<file path="src/rtl/rvv_alu_sequencer_if.sv">
`default_nettype none
// ============================================================================
// Module   : rvv_alu_sequencer_if
// Brief    : Request, ALU-wrapper and writeback bundle of the vector issue controller.
// Revision : 1.0 - initial release
// ============================================================================
interface rvv_alu_sequencer_if #(
    parameter int unsigned VLEN     = 17'd128,
    parameter int unsigned NB_LANES = 1
);
    localparam int unsigned c_L = 1 << NB_LANES;

    logic                req_valid;
    logic                req_ready;
    logic [5:0]          req_opcode;
    logic                req_mask;
    logic [2:0]          req_vsew;
    logic [2:0]          req_op_type;
    logic [16:0]         req_vl;
    logic [VLEN-1:0]     req_vs1;
    logic [VLEN-1:0]     req_vs2;
    logic [VLEN-1:0]     req_vd_old;

    logic                alu_run;
    logic [5:0]          alu_opcode;
    logic                alu_mask;
    logic [2:0]          alu_vsew;
    logic [2:0]          alu_op_type;
    logic [16:0]         alu_vl;
    logic [VLEN-1:0]     alu_vs1;
    logic [VLEN-1:0]     alu_vs2;
    logic [16:0]         alu_arith_remaining;
    logic [64*c_L-1:0]   alu_vd;
    logic [17*c_L-1:0]   alu_regi;
    logic [c_L-1:0]      alu_res;
    logic                alu_done;
    logic                alu_instr_valid;

    logic                wb_valid;
    logic                wb_ready;
    logic [VLEN-1:0]     wb_vd;
    logic                wb_illegal;

    // master: the sequencer itself; slave: decode, ALU wrapper and writeback around it
    modport master (
        input  req_valid, req_opcode, req_mask, req_vsew, req_op_type, req_vl,
               req_vs1, req_vs2, req_vd_old,
               alu_vd, alu_regi, alu_res, alu_done, alu_instr_valid, wb_ready,
        output req_ready, alu_run, alu_opcode, alu_mask, alu_vsew, alu_op_type, alu_vl,
               alu_vs1, alu_vs2, alu_arith_remaining, wb_valid, wb_vd, wb_illegal
    );

    modport slave (
        output req_valid, req_opcode, req_mask, req_vsew, req_op_type, req_vl,
               req_vs1, req_vs2, req_vd_old,
               alu_vd, alu_regi, alu_res, alu_done, alu_instr_valid, wb_ready,
        input  req_ready, alu_run, alu_opcode, alu_mask, alu_vsew, alu_op_type, alu_vl,
               alu_vs1, alu_vs2, alu_arith_remaining, wb_valid, wb_vd, wb_illegal
    );
endinterface
`default_nettype wire

</file>
<file path="src/rtl/rvv_alu_sequencer.sv">
`default_nettype none
// ============================================================================
// Module   : rvv_alu_sequencer
// Brief    : Issues one vector ALU instruction, merges lane chunks, hands result to writeback.
// Revision : 1.0 - initial release
// ============================================================================
module rvv_alu_sequencer #(
    parameter int unsigned VLEN       = 17'd128,
    parameter int unsigned LANE_WIDTH = 3'b011,
    parameter int unsigned NB_LANES   = 1
) (
    input wire clk,
    input wire resetn,
    rvv_alu_sequencer_if.master bus
);
    localparam int unsigned c_L      = 1 << NB_LANES;
    localparam int unsigned c_LW     = 1 << LANE_WIDTH;
    localparam int unsigned c_NCHUNK = VLEN >> LANE_WIDTH;

    typedef enum logic [1:0] {
        S_IDLE = 2'd0,
        S_RUN  = 2'd1,
        S_WB   = 2'd2
    } state_t;

    state_t          r_state;
    state_t          w_state_next;
    logic            w_req_ready;
    logic            w_wb_valid;

    logic            r_run;
    logic [5:0]      r_opcode;
    logic            r_mask;
    logic [2:0]      r_vsew;
    logic [2:0]      r_op_type;
    logic [16:0]     r_vl;
    logic [VLEN-1:0] r_vs1;
    logic [VLEN-1:0] r_vs2;
    logic [16:0]     r_rem;
    logic [VLEN-1:0] r_dest;
    logic [10:0]     r_sub_cnt;
    logic            r_first;
    logic            r_wb_illegal;

    logic [31:0]     w_req_shamt;
    logic [31:0]     w_req_ne;
    logic [16:0]     w_req_n;
    logic [31:0]     w_cfg_shamt;
    logic [31:0]     w_sub_last;
    logic            w_wrap;
    logic [16:0]     w_step;
    logic [VLEN-1:0] w_merged;
    logic            w_rejected;
    logic            w_unused_vd;

    // Element count for the incoming request: masked ops cover the whole register.
    always_comb begin
        w_req_shamt = 32'(bus.req_vsew) + 32'd3;
        w_req_ne    = VLEN >> w_req_shamt;
        if (bus.req_mask) begin
            w_req_n = w_req_ne[16:0];
        end else if (32'(bus.req_vl) < w_req_ne) begin
            w_req_n = bus.req_vl;
        end else begin
            w_req_n = w_req_ne[16:0];
        end
    end

    // Elements wider than a lane chunk take several RUN cycles per lane-group step.
    always_comb begin
        w_cfg_shamt = 32'(r_vsew) + 32'd3;
        if (w_cfg_shamt <= LANE_WIDTH) begin
            w_sub_last = 32'd0;
        end else begin
            w_sub_last = (32'd1 << (w_cfg_shamt - LANE_WIDTH)) - 32'd1;
        end
        w_wrap = ({21'd0, r_sub_cnt} == w_sub_last);
        w_step = (r_rem < 17'(c_L)) ? r_rem : 17'(c_L);
    end

    // Chunk merge: lanes scanned upward so the highest lane wins a shared index;
    // indices past the last chunk match nothing and are dropped.
    always_comb begin
        w_merged = r_dest;
        for (int c = 0; c < int'(c_NCHUNK); c++) begin
            for (int l = 0; l < int'(c_L); l++) begin
                if (bus.alu_res[l] && (bus.alu_regi[17*l +: 17] == 17'(c))) begin
                    w_merged[c*c_LW +: c_LW] = bus.alu_vd[64*l +: c_LW];
                end
            end
        end
    end

    assign w_rejected  = r_first && !bus.alu_instr_valid;
    assign w_unused_vd = ^bus.alu_vd;

    always_ff @(posedge clk) begin
        if (!resetn) begin
            r_state <= S_IDLE;
        end else begin
            r_state <= w_state_next;
        end
    end

    always_comb begin
        w_state_next = r_state;
        w_req_ready  = 1'b0;
        w_wb_valid   = 1'b0;
        case (r_state)
            S_IDLE: begin
                w_req_ready = 1'b1;
                if (bus.req_valid) begin
                    w_state_next = (w_req_n == 17'd0) ? S_WB : S_RUN;
                end
            end
            S_RUN: begin
                if (w_rejected || bus.alu_done) begin
                    w_state_next = S_WB;
                end
            end
            S_WB: begin
                w_wb_valid = 1'b1;
                if (bus.wb_ready) begin
                    w_state_next = S_IDLE;
                end
            end
            default: w_state_next = S_IDLE;
        endcase
    end

    always_ff @(posedge clk) begin
        if (!resetn) begin
            r_run        <= 1'b0;
            r_opcode     <= '0;
            r_mask       <= 1'b0;
            r_vsew       <= '0;
            r_op_type    <= '0;
            r_vl         <= '0;
            r_vs1        <= '0;
            r_vs2        <= '0;
            r_rem        <= '0;
            r_dest       <= '0;
            r_sub_cnt    <= '0;
            r_first      <= 1'b0;
            r_wb_illegal <= 1'b0;
        end else begin
            case (r_state)
                S_IDLE: begin
                    if (bus.req_valid) begin
                        r_opcode     <= bus.req_opcode;
                        r_mask       <= bus.req_mask;
                        r_vsew       <= bus.req_vsew;
                        r_op_type    <= bus.req_op_type;
                        r_vl         <= bus.req_vl;
                        r_vs1        <= bus.req_vs1;
                        r_vs2        <= bus.req_vs2;
                        r_dest       <= bus.req_vd_old;
                        r_rem        <= w_req_n;
                        r_sub_cnt    <= '0;
                        r_first      <= 1'b1;
                        r_wb_illegal <= 1'b0;
                        r_run        <= (w_req_n != 17'd0);
                    end
                end
                S_RUN: begin
                    r_first <= 1'b0;
                    if (w_rejected) begin
                        r_run        <= 1'b0;
                        r_wb_illegal <= 1'b1;
                    end else begin
                        r_dest <= w_merged;
                        if (w_wrap) begin
                            r_sub_cnt <= '0;
                            r_rem     <= r_rem - w_step;
                        end else begin
                            r_sub_cnt <= r_sub_cnt + 11'd1;
                        end
                        if (bus.alu_done) begin
                            r_run <= 1'b0;
                        end
                    end
                end
                S_WB: begin
                    if (bus.wb_ready) begin
                        r_wb_illegal <= 1'b0;
                    end
                end
                default: ;
            endcase
        end
    end

    assign bus.req_ready           = w_req_ready;
    assign bus.alu_run             = r_run;
    assign bus.alu_opcode          = r_opcode;
    assign bus.alu_mask            = r_mask;
    assign bus.alu_vsew            = r_vsew;
    assign bus.alu_op_type         = r_op_type;
    assign bus.alu_vl              = r_vl;
    assign bus.alu_vs1             = r_vs1;
    assign bus.alu_vs2             = r_vs2;
    assign bus.alu_arith_remaining = r_rem;
    assign bus.wb_valid            = w_wb_valid;
    assign bus.wb_vd               = r_dest;
    assign bus.wb_illegal          = r_wb_illegal;
endmodule
`default_nettype wire
</file>
<file path="src/flat_wrapper.sv">
// flat-port wrapper written by rule: the top's interface ports become plain ports
module rvv_alu_sequencer_flat 
#(
    parameter int unsigned VLEN       = 17'd128,
    parameter int unsigned LANE_WIDTH = 3'b011,
    parameter int unsigned NB_LANES   = 1
)
  (clk, resetn, bus_req_valid, bus_req_opcode, bus_req_mask, bus_req_vsew, bus_req_op_type, bus_req_vl, bus_req_vs1, bus_req_vs2, bus_req_vd_old, bus_alu_vd, bus_alu_regi, bus_alu_res, bus_alu_done, bus_alu_instr_valid, bus_wb_ready, bus_req_ready, bus_alu_run, bus_alu_opcode, bus_alu_mask, bus_alu_vsew, bus_alu_op_type, bus_alu_vl, bus_alu_vs1, bus_alu_vs2, bus_alu_arith_remaining, bus_wb_valid, bus_wb_vd, bus_wb_illegal);
  rvv_alu_sequencer_if #(.VLEN(VLEN), .NB_LANES(NB_LANES)) bus_i ();
  input wire clk;
  input wire resetn;
  input wire logic [$bits(bus_i.req_valid)-1:0] bus_req_valid;
  input wire logic [$bits(bus_i.req_opcode)-1:0] bus_req_opcode;
  input wire logic [$bits(bus_i.req_mask)-1:0] bus_req_mask;
  input wire logic [$bits(bus_i.req_vsew)-1:0] bus_req_vsew;
  input wire logic [$bits(bus_i.req_op_type)-1:0] bus_req_op_type;
  input wire logic [$bits(bus_i.req_vl)-1:0] bus_req_vl;
  input wire logic [$bits(bus_i.req_vs1)-1:0] bus_req_vs1;
  input wire logic [$bits(bus_i.req_vs2)-1:0] bus_req_vs2;
  input wire logic [$bits(bus_i.req_vd_old)-1:0] bus_req_vd_old;
  input wire logic [$bits(bus_i.alu_vd)-1:0] bus_alu_vd;
  input wire logic [$bits(bus_i.alu_regi)-1:0] bus_alu_regi;
  input wire logic [$bits(bus_i.alu_res)-1:0] bus_alu_res;
  input wire logic [$bits(bus_i.alu_done)-1:0] bus_alu_done;
  input wire logic [$bits(bus_i.alu_instr_valid)-1:0] bus_alu_instr_valid;
  input wire logic [$bits(bus_i.wb_ready)-1:0] bus_wb_ready;
  output wire logic [$bits(bus_i.req_ready)-1:0] bus_req_ready;
  output wire logic [$bits(bus_i.alu_run)-1:0] bus_alu_run;
  output wire logic [$bits(bus_i.alu_opcode)-1:0] bus_alu_opcode;
  output wire logic [$bits(bus_i.alu_mask)-1:0] bus_alu_mask;
  output wire logic [$bits(bus_i.alu_vsew)-1:0] bus_alu_vsew;
  output wire logic [$bits(bus_i.alu_op_type)-1:0] bus_alu_op_type;
  output wire logic [$bits(bus_i.alu_vl)-1:0] bus_alu_vl;
  output wire logic [$bits(bus_i.alu_vs1)-1:0] bus_alu_vs1;
  output wire logic [$bits(bus_i.alu_vs2)-1:0] bus_alu_vs2;
  output wire logic [$bits(bus_i.alu_arith_remaining)-1:0] bus_alu_arith_remaining;
  output wire logic [$bits(bus_i.wb_valid)-1:0] bus_wb_valid;
  output wire logic [$bits(bus_i.wb_vd)-1:0] bus_wb_vd;
  output wire logic [$bits(bus_i.wb_illegal)-1:0] bus_wb_illegal;
  assign bus_i.req_valid = bus_req_valid;
  assign bus_i.req_opcode = bus_req_opcode;
  assign bus_i.req_mask = bus_req_mask;
  assign bus_i.req_vsew = bus_req_vsew;
  assign bus_i.req_op_type = bus_req_op_type;
  assign bus_i.req_vl = bus_req_vl;
  assign bus_i.req_vs1 = bus_req_vs1;
  assign bus_i.req_vs2 = bus_req_vs2;
  assign bus_i.req_vd_old = bus_req_vd_old;
  assign bus_i.alu_vd = bus_alu_vd;
  assign bus_i.alu_regi = bus_alu_regi;
  assign bus_i.alu_res = bus_alu_res;
  assign bus_i.alu_done = bus_alu_done;
  assign bus_i.alu_instr_valid = bus_alu_instr_valid;
  assign bus_i.wb_ready = bus_wb_ready;
  assign bus_req_ready = bus_i.req_ready;
  assign bus_alu_run = bus_i.alu_run;
  assign bus_alu_opcode = bus_i.alu_opcode;
  assign bus_alu_mask = bus_i.alu_mask;
  assign bus_alu_vsew = bus_i.alu_vsew;
  assign bus_alu_op_type = bus_i.alu_op_type;
  assign bus_alu_vl = bus_i.alu_vl;
  assign bus_alu_vs1 = bus_i.alu_vs1;
  assign bus_alu_vs2 = bus_i.alu_vs2;
  assign bus_alu_arith_remaining = bus_i.alu_arith_remaining;
  assign bus_wb_valid = bus_i.wb_valid;
  assign bus_wb_vd = bus_i.wb_vd;
  assign bus_wb_illegal = bus_i.wb_illegal;
  rvv_alu_sequencer #(.VLEN(VLEN), .LANE_WIDTH(LANE_WIDTH), .NB_LANES(NB_LANES)) u_core (.clk(clk), .resetn(resetn), .bus(bus_i));
endmodule
</file>
<file path="config.mk">
export PLATFORM = sky130hd
export DESIGN_NAME = rvv_alu_sequencer_flat
export DESIGN_NICKNAME = d
export VERILOG_FILES = /design/src/rtl/rvv_alu_sequencer_if.sv /design/src/rtl/rvv_alu_sequencer.sv /design/src/flat_wrapper.sv
export SDC_FILE = /design/constraint.sdc
export NUM_CORES = 1
export LEC_CHECK = 0
export BUFFER_PORTS_ARGS = -buffer_cell sky130_fd_sc_hd__buf_4
export CAP_MARGIN = 20
export CORE_AREA = 3 3 394 396
export DETAILED_ROUTE_END_ITERATION = 7
export DIE_AREA = 0 0 397 399
export GPL_ROUTABILITY_DRIVEN = 0
export PLACE_DENSITY = 0.3
export SYNTH_ARGS = -nofsm -noshare
export SYNTH_HDL_FRONTEND = slang
export SYNTH_SLANG_ARGS = --single-unit
</file>
<file path="constraint.sdc">
create_clock -name clk -period 5.55 [get_ports clk]
set_input_delay 0 -clock clk [delete_from_list [all_inputs] [get_ports clk]]
set_output_delay 0 -clock clk [all_outputs]
set_load 0.005 [all_outputs]
</file>
==> metrics.txt, run 1 <==
reg-to-reg endpoint u_core.bus.alu_arith_remaining[13]; worst slew pin tran 1.10 ns; leakage power 16.2 nW; gr ovfl total 0; layout cell share with drive strength beyond 1 26.9%; Worst setup SP type flop; DR vias/cell 3.95; overall power 11.3 mW; area of the multi-input gates 10800 sq um; Fin Clk Skew 0.0565 ns; DR WL/cell 21.2 um; Syn Std Cell Area 20600 sq um; # rows 143; final worst slack 0.804 ns; sequential-to-total area share from yosys stat 43.5%; top-area cell type share of the netlist area 43.5%; H-Tree Depth 3; clock sink count 447; area added between synthesis and finish 83.9%; most frequent cells in the layout buf_4 (937), nand2_1 (619), dlygate4sd3_1 (596), dfxtp_1 (447), nor2_1 (288); port bufs 906; Final HPWL DP 94400 um; Total Routing Usage GR 15.5%; DRC errors left 0; max frequency 211 MHz; flip-flop and latch area 8950 sq um; largest net degree at the start of global routing 167; Post-Synthesis Cells 2575; Finish-stage setup viols 0; setup TNS 0 ns; number of global-route vias before repair 24779; syn avg cell area 8.00 sq um; hold path depth 5; Async S/R FF share, synth 0%; Synthesized Nets 3171; io pins 1019; outcome completed; Final Max Slew Viols 0; Slew HR 26.4%; Setup crit end kind flop; commonest non-fill, non-tap cell in the layout buf_4; Most used DFF post-synth dfxtp_1; antenna violations before repair 31; Worst VDD drop 204 uV; Clk pin slew, worst setup/hold paths 0.05 ns; crit share post-route 85.5%; CTS buffer count 68; critical path type flop to flop; final net count 4577; post-route ant nets 0; dpl ws 0.786 ns; Die Area 158000 sq um; worst reg2reg setup slack 0.80 ns; WHS Endpoint u_core.bus.wb_vd[13]; leading area contributor after synthesis dfxtp_1; First-pass DRT Iterations 5; final wirelength 129000 um; Core Box Area 152000 sq um; Tmin final 4.75 ns; # fillers 16864; Critical R2R Launch u_core.bus.alu_vsew[0]; via count 24005; ranking of synthesized cells by area dfxtp_1 (43%), nand2_1 (11%), a21boi_0 (8.7%); worst hold path class input pin to flop; CTS tree built; Arr. time, crit path 5.22 ns; Worst Reg-to-Reg Cells 18; EDFF count, synth 0; Hold Fails Final Rpt 0; first-pass GRT wire length 181000 um; max_cap viols 0; Synth Register Bits 447; Iter 0 DRT Violations 964; pwr/cell area 298 nW/um^2; clock tree root buffer cell clkbuf_16; Distinct cells, synth 83; Die Height 399 um; effective utilization at floorplan 13.6%; Critical Path RT 6.03 ns; synth warn 0; Clk Latency, worst-skew pair 0.67 ns; RSZ-0062 raised after global routing false; Die Width 397 um; Post-CTS Resized 0; min-delay src bus_alu_vd[5]; maximum clock path buffer count 3; maximum fanout along the worst path 10
-- cell families after synthesis --
family | count (synthesis) | share of synthesized area, %
DFF | 447 | 43.5
muxes | 138 | 6.71
adders and majority gates | 12 | 0.729
and+or+nand+nor | 1075 | 22.0
other | 1 | 0.0182
buffers and inverters | 216 | 4.02
xor gates and xnor gates | 13 | 0.620
AOI/OAI and AO/OA | 673 | 22.4
-- through the flow --
step / util (%) / instances / hold slack (ns) / instance area [sq um]
global placement: 19.4 / 5340 / 0.250 / 29500
CTS: 24.9 / 6063 / 0.000720 / 37800
finish: 24.9 / 6071 / 0.0732 / 37900
detailed placement: 19.4 / 5343 / 0.257 / 29500
global route: 24.9 / 6070 / 0.0464 / 37900
floorplan: - / 2575 / 0.136 / 20600
-- power by group --
group | switching [mW] | total, mW | internal, mW | leakage, nW
clock network | 1.87 | 4.64 | 2.77 | 1.17
registers | 0.176 | 3.69 | 3.51 | 3.67
logic | 1.54 | 2.95 | 1.41 | 11.4
total | 3.59 | 11.3 | 7.69 | 16.2
-- cell usage after synthesis, types with 3 or more instances --
cell / number
a21boi_0: 239
o21a_1: 3
xor2_1: 7
a21oi_1: 187
and2_1: 5
nand3_1: 24
inv_1: 14
or4b_1: 3
o21ai_1: 11
or2_2: 3
o31ai_1: 7
nand2b_1: 12
or3_1: 10
o21ai_0: 25
ha_1: 12
xnor2_1: 5
o2111ai_1: 5
nor2_1: 288
nand3b_1: 9
a211oi_1: 133
nor3_1: 16
nand4b_1: 4
buf_2: 4
a21o_1: 7
nor4_1: 14
nand4_1: 5
o211ai_1: 14
or3b_2: 5
nor2b_1: 26
and3_1: 9
nor3b_1: 5
buf_1: 6
nand2_1: 620
mux2i_1: 137
clkbuf_1: 189
dfxtp_1: 447
a31oi_1: 5
o41ai_2: 4
-- worst max-delay path by stage --
stage	startpoint	endpoint	slack, ns
finish	u_core.bus.alu_vsew[0]	u_core.bus.alu_arith_remaining[13]	0.80
global route	u_core.bus.alu_vsew[0]	u_core.bus.alu_arith_remaining[11]	0.38
CTS	u_core.bus.alu_vsew[0]	u_core.bus.alu_arith_remaining[11]	0.74
detailed placement	u_core.bus.alu_vsew[0]	u_core.bus.alu_arith_remaining[11]	0.79
global placement	u_core.bus.alu_vsew[0]	u_core.bus.alu_arith_remaining[11]	0.81
floorplan	u_core.bus.alu_vsew[0]	u_core.bus.alu_arith_remaining[11]	1.31
-- state kept, by name (all words and copies together), names as in the netlist --
| register | count |
|---|---|
| u_core.bus.alu_arith_remaining | 17 |
| u_core.bus.alu_mask | 1 |
| u_core.bus.alu_op_type | 3 |
| u_core.bus.alu_opcode | 6 |
| u_core.bus.alu_run | 1 |
| u_core.bus.alu_vl | 17 |
| u_core.bus.alu_vs1 | 128 |
| u_core.bus.alu_vs2 | 128 |
| u_core.bus.alu_vsew | 3 |
| u_core.bus.wb_illegal | 1 |
| u_core.bus.wb_vd | 128 |
| u_core.r_first | 1 |
| u_core.r_state | 2 |
| u_core.r_sub_cnt | 11 |
-- layout make-up --
class	count	area share, %
Timing Repair Buffer	1538	34.6
Multi-Input combinational cell	1912	28.6
Sequential cell	447	23.6
Tap cell	2030	6.71
Clock buffer	101	5.27
Clock inverter	23	1.02
Inverter	14	0.152
Antenna cell	6	0.0397
-- repair_timing --
| item | CTS | global route |
|---|---|---|
| hold buffers | 596 | 0 |
| setup buffers | 0 | 0 |
| hold endpoints to repair | 424 | 0 |
| setup endpoints to repair | 0 | 0 |
-- critical path, cell delays in order (launching register included) --
cell and delay, ns:
dfxtp_1 0.32, inv_1 0.09, ha_1 0.42, a21o_1 0.28, a221oi_4 0.43, a21oi_2 0.22, nand2_1 0.11, ha_1 0.26
inv_1 0.08, nor3_1 0.20, a221oi_1 0.10, o41a_1 0.37, a211oi_1 0.27, o2111ai_1 0.20, nor4b_4 0.48, buf_4 0.25
nand2_4 0.12, o2111ai_1 0.26, o41ai_2 0.10
-- routing by layer --
layer | up-vias | track usage [%] | part of all wire (%)
met3 | 180 | 5.62 | 8.0
met1 | 11416 | 17.4 | 39
met2 | 718 | 27.7 | 50
met4 | 12 | 4.03 | 2.7
met5 | - | 0 | 0.069
li1 | 11679 | - | -
No activity file was read; power rests on OpenSTA's default activity.
==> run 2: changes to the inputs <==
--- a/config.mk
+++ b/config.mk
@@ -7,11 +7,11 @@
 export LEC_CHECK = 0
 export BUFFER_PORTS_ARGS = -buffer_cell sky130_fd_sc_hd__buf_4
 export CAP_MARGIN = 20
-export CORE_AREA = 3 3 394 396
+export CORE_AREA = 3 3 393 395
 export DETAILED_ROUTE_END_ITERATION = 7
-export DIE_AREA = 0 0 397 399
+export DIE_AREA = 0 0 396 398
 export GPL_ROUTABILITY_DRIVEN = 0
-export PLACE_DENSITY = 0.3
+export PLACE_DENSITY = 0.31
 export SYNTH_ARGS = -nofsm -noshare
 export SYNTH_HDL_FRONTEND = slang
 export SYNTH_SLANG_ARGS = --single-unit
==> constraint.sdc (replaced) <==
create_clock -name clk -period 4.2 [get_ports clk]
set_input_delay 0 -clock clk [delete_from_list [all_inputs] [get_ports clk]]
set_output_delay 0 -clock clk [all_outputs]
set_load 0.005 [all_outputs]
==> run 2 against run 1 <==
Compared with the run above: setup slack got worse by 0.50 ns; wire length fell by 1.9%; utilization barely moved; clock power rose by 22%; combinational power rose by 34%; flip-flop and latch count did not move; sequential power rose by 32%.
==> metrics.txt, run 2 (synthesis gave the netlist of run 1 again) <==
First-pass DRT Iterations 5 (unchanged); # rows 143 (unchanged); overall power 14.5 mW (+28%); Die Area 158000 sq um (-0.50%); leakage power 16.1 nW (-0.39%); Die Width 396 um (-0.25%); Die Height 398 um (-0.25%); switching power 4.56 mW (+27%); Critical R2R Launch u_core.bus.alu_vsew[0]; Final HPWL DP 92500 um (-2.1%); maximum clock path buffer count 3 (unchanged); crit share post-route 92.8% (+7.3 points); Clk pin slew, worst setup/hold paths 0.06 ns (about the same); largest net degree at the start of global routing 165 (-1.2%); commonest non-fill, non-tap cell in the layout buf_4; Worst VDD drop 294 uV (+44%); via count 23890 (-0.48%); antenna violations before repair 32 (+3.2%); Hold Fails Final Rpt 0 (unchanged); CTS tree built; DRC errors left 0 (unchanged); Iter 0 DRT Violations 1063 (+10%); max frequency 257 MHz (+22%); Total Routing Usage GR 15.4% (-0.17 points); Clk Latency, worst-skew pair 0.65 ns (-0.02 ns); layout cell share with drive strength beyond 1 27.9% (+1.0 points); Fin Clk Skew 0.0291 ns (-0.0274 ns); sw frac 31.5% (-0.30 points); DR WL/cell 20.8 um (-1.9%); CP Launch Point u_core.bus.alu_vsew[0]; area added between synthesis and finish 83.4%; final worst slack 0.302 ns (-0.502 ns); critical path type flop to flop; pwr/cell area 383 nW/um^2 (+29%); clock tree root buffer cell clkbuf_16; Core Box Area 152000 sq um (-0.24%); post-route ant nets 0 (unchanged); DR WL met3 9860 um (-4.7%); worst slew pin tran 0.913 ns (-0.187 ns); placed inst area 29800 sq um (+0.92%); Finish-stage setup viols 0 (unchanged); max_cap viols 0 (unchanged); maximum fanout along the worst path 10 (unchanged); io pins 1019 (unchanged); Sequential Power Share 33.8% (+1.1 points); port bufs 906 (unchanged); DR vias/cell 3.93 (-0.50%); H-Tree Depth 3 (unchanged); RSZ-0062 raised after global routing true; number of global-route vias before repair 24946 (+0.67%); CTS buffer count 66 (-2.9%); most frequent cells in the layout buf_4 (967), nand2_1 (618), dlygate4sd3_1 (570), dfxtp_1 (447), nor2_1 (288); Pint 9.91 mW (+29%); Tmin final 3.90 ns (-0.848 ns); Slew HR 38.6% (+12 points); WL met1 50500 um (-0.13%); # fillers 16838 (-0.15%); setup TNS 0 ns (unchanged); dpl ws -0.0889 ns (-0.875 ns); final net count 4582 (+0.11%); gr ovfl total 0 (unchanged); clock sink count 447 (unchanged); clock share of power 39.0% (-2.1 points); final wirelength 126000 um (-1.9%); Arr. time, crit path 4.39 ns (-0.83 ns); first-pass GRT wire length 179000 um (-0.77%); Gate power share 27.3% (+1.2 points); Critical Path RT 4.69 ns (-1.34 ns); Setup crit end kind flop; effective utilization at floorplan 13.6% (+0.032 points); min-delay src bus_alu_vd[3]; Top Layer Used met5; Final Max Slew Viols 0 (unchanged); cell area after layout 37800 sq um (-0.27%); final hold slack 0.0839 ns (+0.0107 ns); Worst setup SP type flop; worst hold path class input pin to flop; outcome completed; wire length on met2 63300 um (-1.7%)
[run 2: cell count changes in the layout (fill, tap and decap cells not counted), moves of 6 or more]
cell	change
diode_2	+6
dlygate4sd3_1	-26
clkbuf_1	-6
buf_4	+30
[run 2: power by group through the flow]
stage	Sequential, mW	Clock (mW)	Combinational (mW)
floorplan	4.96	0	1.47
global placement	4.97	0	3.35
detailed placement	4.97	0	3.33
CTS	4.89	5.90	3.98
global route	4.93	6.04	4.35
finish	4.88	5.64	3.95
[run 2: worst paths after layout]
path / to / slack (ns) / cells past startpoint
setup reg to reg: u_core.bus.alu_arith_remaining[13] / 0.30 / 18
hold reg to reg: u_core.bus.alu_vs1[16] / 0.45 / 2
setup / recovery: u_core.bus.alu_arith_remaining[13] / 0.30 / 18
hold / removal: u_core.bus.wb_vd[35] / 0.08 / 5
[run 2: per-stage QoR]
stage,utilization (%),std cells
detailed placement,19.6,5375
finish,24.9,6072
floorplan,-,2575
global placement,19.6,5375
CTS,24.8,6057
global route,24.9,6068
[run 2: timing repair]
| action | in CTS | in global routing |
|---|---|---|
| setup endpoints to repair | 21 | 26 |
| setup buffers | 0 | 2 |
| hold buffers | 570 | 0 |
| endpoints found under the hold margin | 423 | 0 |
| gates resized for setup | 4 | 16 |
| cloned | 0 | 0 |
| pin swaps | 2 | 7 |
[run 2: layer usage]
metal  vias up  GRT usage, %
met5         -             0
met4         4          4.00
met3       168          5.26
met2       726          27.4
met1     11305          17.4
li1      11687             -
[run 2: final cells by class]
cell class,instances,area (sq um),share of cell area (%)
antenna,12,30.0,0.0795
clock buffer,92,1930,5.12
clock inverter,20,209,0.553
inverter,14,57.6,0.152
multi-input combinational,1912,10900,29.0
sequential,447,8950,23.7
tap,2030,2540,6.73
timing repair buffer,1545,13100,34.7
[run 2: critical path: stages, from the launching register on]
cell	delay, ns
dfxtp_1	0.33
inv_2	0.07
ha_4	0.27
a21o_1	0.20
a221oi_4	0.30
a21oi_4	0.12
nand2_1	0.15
ha_4	0.16
inv_1	0.06
nor3_2	0.19
a221oi_2	0.07
o41a_1	0.34
a211oi_2	0.27
o2111ai_2	0.16
nor4b_4	0.40
buf_6	0.20
nand2_4	0.11
o2111ai_1	0.27
o41ai_2	0.10
